### config.mk
export PLATFORM = sky130hd
export DESIGN_NAME = seq_counter_ctrl
export DESIGN_NICKNAME = d
export VERILOG_FILES = /design/src/rtl/seq_counter_ctrl.sv
export SDC_FILE = /design/constraint.sdc
export NUM_CORES = 1
export LEC_CHECK = 0
export ABC_AREA = 0
export CAP_MARGIN = 20
export CORE_MARGIN = 2
export CORE_UTILIZATION = 50
export DETAILED_ROUTE_END_ITERATION = 10
export PLACE_DENSITY = 0.7
export SETUP_SLACK_MARGIN = 0.1
export SLEW_MARGIN = 30
export SYNTH_ARGS = -nofsm -noshare
export SYNTH_HDL_FRONTEND = slang
export SYNTH_SLANG_ARGS = --single-unit
### constraint.sdc
create_clock -name clock -period 4.5 [get_ports clock]
set_clock_uncertainty 0.05 [all_clocks]
set_input_delay 0.9 -clock clock [delete_from_list [all_inputs] [get_ports clock]]
set_output_delay 0.9 -clock clock [all_outputs]
set_load 0.05 [all_outputs]
### src/rtl/seq_counter_ctrl.sv
// Bounded up/down step counter with a start-edge FSM (IDLE/RUN/PAUSE/DONE),
// a prescaled step tick and an active-low seven-segment display of the count.
module seq_counter_ctrl #(
    parameter int TICK_DIV = 50000000
) (
    input  logic       clock,
    input  logic       reset,
    input  logic       start,
    input  logic       pause,
    input  logic       up_dn,
    input  logic [3:0] lo,
    input  logic [3:0] hi,
    output logic [3:0] value,
    output logic       busy,
    output logic       done,
    output logic       err,
    output logic [0:6] HEX3
);

    localparam logic [1:0] S_IDLE  = 2'd0;
    localparam logic [1:0] S_RUN   = 2'd1;
    localparam logic [1:0] S_PAUSE = 2'd2;
    localparam logic [1:0] S_DONE  = 2'd3;

    localparam int              PW      = (TICK_DIV > 2) ? $clog2(TICK_DIV) : 1;
    localparam logic [PW-1:0]   PRE_MAX = PW'(TICK_DIV - 1);

    logic [1:0]    state_q, state_d;
    logic [PW-1:0] pre_q, pre_d;
    logic [3:0]    value_q, value_d;
    logic [3:0]    lo_q, lo_d;
    logic [3:0]    hi_q, hi_d;
    logic          up_q, up_d;
    logic          err_q, err_d;
    logic          start_q, start_d;
    logic          edge_q, edge_d;
    logic          tick;
    logic [3:0]    step;

    // NOTE: every always_comb output gets a default first so no path can infer a latch.
    always_comb begin
        state_d = state_q;
        pre_d   = pre_q;
        value_d = value_q;
        lo_d    = lo_q;
        hi_d    = hi_q;
        up_d    = up_q;
        err_d   = err_q;
        start_d = start;
        edge_d  = start & ~start_q;
        tick    = (state_q == S_RUN) && (pre_q == PRE_MAX);
        step    = up_q ? value_q + 4'd1 : value_q - 4'd1;

        case (state_q)
            S_IDLE, S_DONE: begin
                if (edge_q) begin
                    pre_d = '0;
                    if (lo > hi) begin
                        err_d   = 1'b1;
                        state_d = S_IDLE;
                    end else begin
                        err_d   = 1'b0;
                        up_d    = up_dn;
                        lo_d    = lo;
                        hi_d    = hi;
                        value_d = up_dn ? lo : hi;
                        state_d = (lo == hi) ? S_DONE : S_RUN;
                    end
                end
            end
            S_RUN: begin
                if (tick) begin
                    pre_d   = '0;
                    value_d = step;
                    // Reaching the terminal bound wins over a pending pause.
                    if (step == (up_q ? hi_q : lo_q)) state_d = S_DONE;
                    else if (pause)                   state_d = S_PAUSE;
                end else begin
                    pre_d = pre_q + 1'b1;
                    if (pause) state_d = S_PAUSE;
                end
            end
            S_PAUSE: begin
                if (!pause) state_d = S_RUN;
            end
            default: state_d = S_IDLE;
        endcase
    end

    // NOTE: sequential state uses non-blocking assignments only, with an asynchronous active-low reset.
    always_ff @(posedge clock or negedge reset) begin
        if (!reset) begin
            state_q <= S_IDLE;
            pre_q   <= '0;
            value_q <= '0;
            lo_q    <= '0;
            hi_q    <= '0;
            up_q    <= 1'b1;
            err_q   <= 1'b0;
            // Resetting the sample high hides a start held through reset release.
            start_q <= 1'b1;
            edge_q  <= 1'b0;
        end else begin
            state_q <= state_d;
            pre_q   <= pre_d;
            value_q <= value_d;
            lo_q    <= lo_d;
            hi_q    <= hi_d;
            up_q    <= up_d;
            err_q   <= err_d;
            start_q <= start_d;
            edge_q  <= edge_d;
        end
    end

    assign value = value_q;
    assign err   = err_q;
    assign busy  = (state_q == S_RUN) || (state_q == S_PAUSE);
    assign done  = (state_q == S_DONE);

    always_comb begin
        HEX3 = 7'b1111111;
        if (state_q != S_IDLE) begin
            case (value_q)
                4'h0: HEX3 = 7'b0000001;
                4'h1: HEX3 = 7'b1001111;
                4'h2: HEX3 = 7'b0010010;
                4'h3: HEX3 = 7'b0000110;
                4'h4: HEX3 = 7'b1001100;
                4'h5: HEX3 = 7'b0100100;
                4'h6: HEX3 = 7'b0100000;
                4'h7: HEX3 = 7'b0001101;
                4'h8: HEX3 = 7'b0000000;
                4'h9: HEX3 = 7'b0000100;
                4'hA: HEX3 = 7'b0001000;
                4'hB: HEX3 = 7'b1100000;
                4'hC: HEX3 = 7'b0110001;
                4'hD: HEX3 = 7'b1000010;
                4'hE: HEX3 = 7'b0110000;
                default: HEX3 = 7'b0111000;
            endcase
        end
    end

endmodule

After elaboration in Yosys (flattened, before gate mapping):

Memories as Yosys holds them, arrays and structs flattened.
Index checks and enable logic that the tools add are counted.

* flip-flop bits (word level): 44
* bits in latches: 0
* RAM bits: 0
* memory bits (read-only): 112
* input port bits: 13
* output and inout bits: 14
* logic and storage cells: 58
* memories kept: 1

* add/subtract/negate cells: 3
* $mul: 0
* divide/modulo/power cells: 0
* $lt $le $gt $ge: 1
* eq/ne operators: 10
* shifts and indexed selects: 0
* multiplexer cells: 20
* bitwise logic cells: 3
* reduce and logical (&&, ||, !) cells: 11

Memories
* (no name shown): depth 16, bits a word 7, read ports 1, clocked after Yosys merged registers in 0, wr ports 0, line 124 `case (value_q)`

Operators by type and width (count)
* $mux W26: 2
* $pmux W26 S2: 1
* $add A26 B1 Y26 const B: 1
* $eq A26 B26 Y1 const B: 1
* $mux W4: 6
* $mux W2: 7
* $eq A4 B4 Y1: 2
* $ne A2 B2 Y1 const B: 4
* $pmux W4 S2: 1
* $mux W7: 1
* $pmux W2 S3: 1
* $reduce_and A2 Y1: 3
* $add A4 B1 Y4 const B: 1
* $eq A2 B2 Y1 const B: 2
* $gt A4 B4 Y1: 1
* $reduce_and A4 Y1: 1
* $reduce_bool A2 Y1: 2
* $sub A4 B1 Y4 const B: 1
* $reduce_and A3 Y1: 1
* $eq A2 B1 Y1 const B: 1
* $logic_not A2 Y1: 1
* $not A1 Y1: 2
* $reduce_or A2 Y1: 1
* $and A1 B1 Y1: 1
* other kinds (3): 3

Logic depth before layout (Yosys ltp):

* word-level depth: 6
* mapped depth: 9
* mapped depth without buffers: 7

Least setup slack after synthesis:

No wires, ideal clock.

* kind: reg-to-output
* start point: register value_q[0] (netlist: value[0])
* end point: output port HEX3[3] (netlist name)
* arrival time: 1.953 ns
* data required time: 3.550 ns
* path slack: 1.597 ns
* cell stages (with the launch flop): 7
* path buffers: 0
* cells stage by stage: dfrtp_1 > inv_1 > ha_1 > nand2_1 > o21ai_0 > nor2_1 > a211o_1

* word-level cells in the longest chain between the ends: 2

Ends and longest elaborated chain
* from (decl): line 30 `logic [3:0] value_q, value_d;`
* from (signal assigned): line 106 `value_q <= value_d;`
* $mem_v2 Z16 W7
* $mux W7: line 123 `if (state_q != S_IDLE) begin`
* to (decl): line 17 `output logic [0:6] HEX3`

Every way passes these cells.

Final worst setup path:

Ends and elaborated chain as after synthesis.

==> flow_summary.json <==
{
  "hpwl_um": 4509,
  "leakagePower_nw": 1.443,
  "clockBufferDepth": 2,
  "post_cts_buffers": 0,
  "area_growth_pct": 12.24,
  "ir_drop_mv": 0.6618,
  "vias_per_cell": 5.769,
  "path_clk_slew_ps": 80,
  "avgSynthCellArea_um2": 9.160,
  "coreArea_mm2": 0.005851,
  "synthArstFlopShare_pct": 100.0,
  "routedWlPerCell_um": 14.92,
  "tritoncts": "done",
  "wl_met3_um": 204,
  "cp_max_fo": 9,
  "diodes": 0,
  "synth_nets": 357,
  "cts_buffers": 5,
  "grt_pass1_wl_um": 10460,
  "slowest_delay_ps": 790,
  "synthFlopType": "dfrtp_1",
  "maxUsedRoutingLayer": "met4",
  "worstSetupStartpointType": "register",
  "rows": 28,
  "vias": 2423,
  "synth_cells": 327,
  "critical_path_class": "reg -> out",
  "power.density_mw_per_mm2": 655.5,
  "drv_cap": 0,
  "synth_edf_count": 0,
  "antenna_found_initial": 0,
  "hold_class": "reg -> reg",
  "status": "completed",
  "crit_path_cell_trace": "inv_1, ha_1, nand2_1, o21ai_0, nor2_1, a211o_1, clkdlybuf4s50_1",
  "maxClockFrequency_mhz": 282.9,
  "layout_common_cells": "dfrtp_1, nor2_1, nand2_1, clkdlybuf4s50_1, o21ai_0",
  "wl_met2_um": 2690,
  "pwr-share-clk_pct": 11.2,
  "final_common_cell": "dfrtp_1",
  "maxSlewHeadroom_pct": 41.48,
  "tns_ps": 0,
  "setup_violations": 0,
  "grt_pass1_vias": 2186,
  "cts-resized-gates": 0,
  "yosysUniqueCellTypes": 52,
  "drt-total-wl_um": 6265,
  "detail-route-antenna-nets": 0,
  "port_buffers": 26,
  "grt_overflow": 0,
  "die_y_um": 81.40,
  "seq_area_frac_synth_pct": 36.84,
  "synth.area.top_cells": "dfrtp_1, ha_1, xnor2_1",
  "synth_top_area_cell": "dfrtp_1",
  "arrival_ps": 2580,
  "clock_latency_ps": 310,
  "fin_crit_sh_pct": 78.55,
  "ios": 27,
  "p_sw_share_pct": 49.27,
  "start_util_pct": 51.20,
  "switchingPower_mw": 1.086,
  "drv_slew": 0,
  "die_area_mm2": 0.006626,
  "wirelength_met1_um": 3257,
  "crit_required_ps": 3550,
  "cts_hold_buf": 0,
  "critPathSlowestCell": "clkdlybuf4s50_1",
  "layout_min_cycle_time_ps": 3535,
  "dieWidth_um": 81.40,
  "first_iter_violations": 151,
  "routabilityCongestion": 0.9074,
  "drive_gt1_share_pct": 9.855,
  "ys_warn_count": 0,
  "drc": 0,
  "ys_ff_latch": 44,
  "setup.worst_path.end_class": "output port",
  "grt_max_degree": 45,
  "fin_util_pct": 57.46,
  "cts_root_buffer": "clkbuf_8",
  "synth.top_cell.area_share_pct": 35.09,
  "intPower_mw": 1.118,
  "clock_sinks": 44,
  "first_pass_iters": 4,
  "h-tree-depth": 2,
  "rsz0062_at_grt": "false",
  "final_nets": 375,
  "netlist_area_mm2": 0.002995,
  "globalRouteTotalUtil_pct": 20.45,
  "comb_power_share_pct": 61.6,
  "tightestPinTransition_ps": 869.8,
  "seq_power_share_pct": 27.2,
  "hold_viol": 0
}
==> metrics by stage <==
step | cells | hold slack, ps | setup slack, ps | total power [mW] | instance area, um^2
after floorplan | 327 | 399.2 | 1597 | 1.613 | 2995
after global placement | 413 | 413.7 | 1259 | 1.949 | 3278
after detailed placement | 413 | 420.3 | 1192 | 1.956 | 3281
after CTS | 420 | 439.9 | 961.5 | 2.208 | 3362
after global routing | 420 | 462.8 | 810.1 | 2.356 | 3362
final | 420 | 436.6 | 965.4 | 2.204 | 3362
==> power by group through the flow <==
stage                     combinational [mW]  sequential [mW]  clock (mW)
after global placement                  1.35            0.602           0
after global routing                    1.48            0.616       0.264
after CTS                               1.36            0.597       0.251
final                                   1.36            0.599       0.247
after floorplan                         1.01            0.608           0
after detailed placement                1.35            0.605           0
==> path summary, 6_finish.rpt <==
check	from	endpoint	slack, ps	cells past startpoint
setup / recovery	value[0]$_DFFE_PN0P_	HEX3[3]	970	7
max in group asynchronous	reset	up_q$_DFFE_PN1P_	3480	1
setup reg to reg	state_q[1]$_DFFE_PN0P_	pre_q[19]$_DFFE_PN0P_	1440	7
hold reg to reg	hi_q[3]$_DFFE_PN0P_	hi_q[3]$_DFFE_PN0P_	440	2
hold / removal	hi_q[3]$_DFFE_PN0P_	hi_q[3]$_DFFE_PN0P_	440	2
min in group asynchronous	reset	pre_q[4]$_DFFE_PN0P_	530	1
==> synthesized netlist by cell type, types with 5 or more instances <==
cell type  number
mux2i_1         8
nand3_1        13
nor3_1          8
nand2_1        29
and4_1          5
o21ai_0        18
xor2_1          9
clkbuf_1       10
ha_1           16
and3_1          5
dfrtp_1        42
a211oi_1        5
inv_1          11
xnor2_1        17
a21oi_1        16
nor2_1         36
a211o_1         6
mux2_2          7
nand4_1         8
==> flip-flops by register name, summed over array words and instances (netlist names) <==
register	flops
lo_q	4
err	1
hi_q	4
up_q	1
value	4
state_q	2
pre_q	26
start_q	1
edge_q	1
==> area by class of cell <==
class	instances	area, um^2
inverter	11	41.29
fill	520	2489
sequential	44	1104
clock inverter	2	12.51
clock buffer	5	68.82
timing repair buffer	27	265.3
tap	75	93.84
multi-input combinational	256	1777
==> cell families after synthesis <==
| kind of cell | synth area share, % |
|---|---|
| buf+inv | 3.843 |
| simple gates | 25.52 |
| fa+ha+maj | 7.352 |
| mux | 5.305 |
| flops | 36.84 |
| xor+xnor | 9.106 |
| compound gates | 12.03 |
==> critical path, delay by kind of cell (launching register included) <==
| kind | cells | cell delay, ps |
|---|---|---|
| adder cells (fa/ha/maj) | 1 | 330 |
| AND/OR/NAND/NOR | 2 | 190 |
| flip-flops | 1 | 540 |
| AO/OA/AOI/OAI | 2 | 210 |
| buffers and inverters | 2 | 1020 |
==> routing by layer <==
layer,up-vias,track usage [%]
li1,1202,-
met5,-,0
met3,11,3.667
met1,1175,30.69
met2,35,29.43
met4,0,6.949
Note: power is estimated with default switching activity, not from simulation.
==> edit, RTL diff (same flow settings) <==
`value_q`, `lo_q` and `hi_q` no longer have a reset.
--- a/src/rtl/seq_counter_ctrl.sv
+++ b/src/rtl/seq_counter_ctrl.sv
@@ -93,7 +93,4 @@
             state_q <= S_IDLE;
             pre_q   <= '0;
-            value_q <= '0;
-            lo_q    <= '0;
-            hi_q    <= '0;
             up_q    <= 1'b1;
             err_q   <= 1'b0;
@@ -104,7 +101,4 @@
             state_q <= state_d;
             pre_q   <= pre_d;
-            value_q <= value_d;
-            lo_q    <= lo_d;
-            hi_q    <= hi_d;
             up_q    <= up_d;
             err_q   <= err_d;
@@ -112,4 +106,10 @@
             edge_q  <= edge_d;
         end
+    end
+
+    always_ff @(posedge clock) begin
+        value_q <= value_d;
+        lo_q    <= lo_d;
+        hi_q    <= hi_d;
     end
 
Function: differs if reset is asserted again (counterexample within 4 cycles, from zero or initial values and one cycle with reset low); with reset held inactive, the same outputs for 10 cycles.
==> edit against the original RTL <==
Wire length up 8.2%; cell count up 4.5%; setup slack worse by 310 ps; cell area up 7.8%; critical path depth up 6; count of clock-buffer cells in the layout up 2; synthesized cell count up 1.2%; power up 8.9%; global-route usage up 0.51 points; sequential cell count up 7; maximum frequency down 8.1%; clock power up 9.7%; highest routed layer unchanged; critical path type is now in2reg; utilization up 0.28 points; area after synthesis up 6.8%.
==> edit: results <==
export IMPL_wl_mm=6.779
export IMPL_critPathMaxStageDelay_ps=490
export IMPL_tightest_slew_ps=646.0
export IMPL_slew_viol_final=0
export IMPL_synth_top_area_frac=0.2347
export IMPL_synth_top_cells_by_area="dfrtp_1 (23%), edfxtp_1 (11%), ha_1 (6.3%), dfxtp_1 (4.4%), nor2_1 (3.9%)"
export IMPL_min_path_type="reg2reg"
export IMPL_cp_data_arrival_time_ps=3980
export IMPL_place_congestion=0.9184
export IMPL_ys_seq_area_frac=0.4077
export IMPL_synth_fa_ha_area_frac=0.06886
export IMPL_cpMaxStageDelayCell="clkdlybuf4s50_1"
export IMPL_synth_edf_count=12
export IMPL_drc=0
export IMPL_grt_max_degree=33
export IMPL_status="finished clean"
export IMPL_vdd_drop_max_uv=485.6
export IMPL_ys_async_sr_fraction=0.6275
export IMPL_port_buffers=26
export IMPL_power_switching_uw=1117
export IMPL_cts_inserted_buffers=5
export IMPL_synth_top_cells_by_count="nor2_1 (33), dfrtp_1 (30), nand2_1 (29), o21ai_0 (19), inv_1 (18)"
export IMPL_cts_resized=0
export IMPL_antenna_found_initial=0
export IMPL_vias=2493
export IMPL_path_delay_family="buffers and inverters"
export IMPL_leakage_uw=0.001540
export IMPL_nFillCells=573
export IMPL_nets=391
export IMPL_n_antenna_cell=0
export IMPL_synth_xor_area_share=0.07003
export IMPL_synth_mux_area_frac=0.03247
export IMPL_grt_pass1_wl_mm=11.93
export IMPL_yosysWarnings=0
export IMPL_worstPathMaxFanout=14
export IMPL_root_buffer="clkbuf_8"
export IMPL_grt_total_usage=0.2096
export IMPL_syn_num_nets=361
export IMPL_place_hpwl_mm=5.054
export IMPL_ys_flop_type="dfrtp_1"
export IMPL_synth_distinct_cells=74
export IMPL_cts_max_level=2
export IMPL_drive_gt1_frac=0.1215
export IMPL_cts_max_path_buffers=2
export IMPL_grt_pass1_vias=2553
export IMPL_synth_compound_area_frac=0.1420
export IMPL_worst_skew_pair_late_latency_ps=300
export IMPL_drt_iter0_markers=180
==> edit: final timing paths <==
check	start	end	slack (ps)	cells past startpoint
max reg2reg	state_q[1]$_DFFE_PN0P_	flip-flop	1210	10
max in group asynchronous	reset	start_q$_DFF_PN1_	3130	2
min in group asynchronous	reset	state_q[1]$_DFFE_PN0P_	940	2
min reg2reg	start_q$_DFF_PN1_	edge_q$_DFF_PN0_	440	1
max	hi[2]	flip-flop	660	13
min	start_q$_DFF_PN1_	edge_q$_DFF_PN0_	440	1
==> edit: worst reg2reg max path, delay by kind of cell (launching register included) <==
family	cells	cell delay [ps]
adder cells (fa/ha/maj)	2	890
buffers and inverters	4	540
AO/OA/AOI/OAI	2	510
multiplexers	1	450
flip-flops	1	430
AND/OR/NAND/NOR	1	300
==> edit: power by group through the flow <==
stage                     logic [µW]  registers [µW]  clock network [µW]
after floorplan                 1090             698                   0
after global placement          1450             661                   0
after detailed placement        1470             662                   0
after CTS                       1480             653                 282
after global routing            1610             669                 297
final                           1480             653                 271
==> edit: layout make-up <==
cell class	instances	area share
inverters	19	0.01968
clock buffers	7	0.02382
well taps	77	0.02658
flip-flops and latches	51	0.3597
repair buffers	30	0.08008
multi-input cells	254	0.4888
clock inverters	1	0.001381
==> edit: through the flow <==
step | setup WS, ps | cell area (µm²) | hold slack [ps] | instances
floorplan | 1140 | 3198 | 406.8 | 331
global placement | 479.1 | 3533 | 422.3 | 431
detailed placement | 318.4 | 3533 | 425.5 | 431
CTS | 654.7 | 3625 | 449.4 | 439
global route | 444.9 | 3625 | 503.7 | 439
finish | 655.9 | 3625 | 441.7 | 439
==> edit: cell families after synthesis <==
group           after synthesis
fa+ha+maj                    17
mux                           9
buf+inv                      26
flops                        51
compound gates               66
xor+xnor                     24
simple gates                138
==> edit: per-layer routing <==
layer  vias up  wire, µm  track usage  share of wire
met5         -         0            0              0
met3        10       278      0.03759          0.041
met4         0        95      0.06452          0.014
met1      1173      2935       0.2682           0.43
li1       1250         -            -              -
met2        60      3470       0.3615           0.51
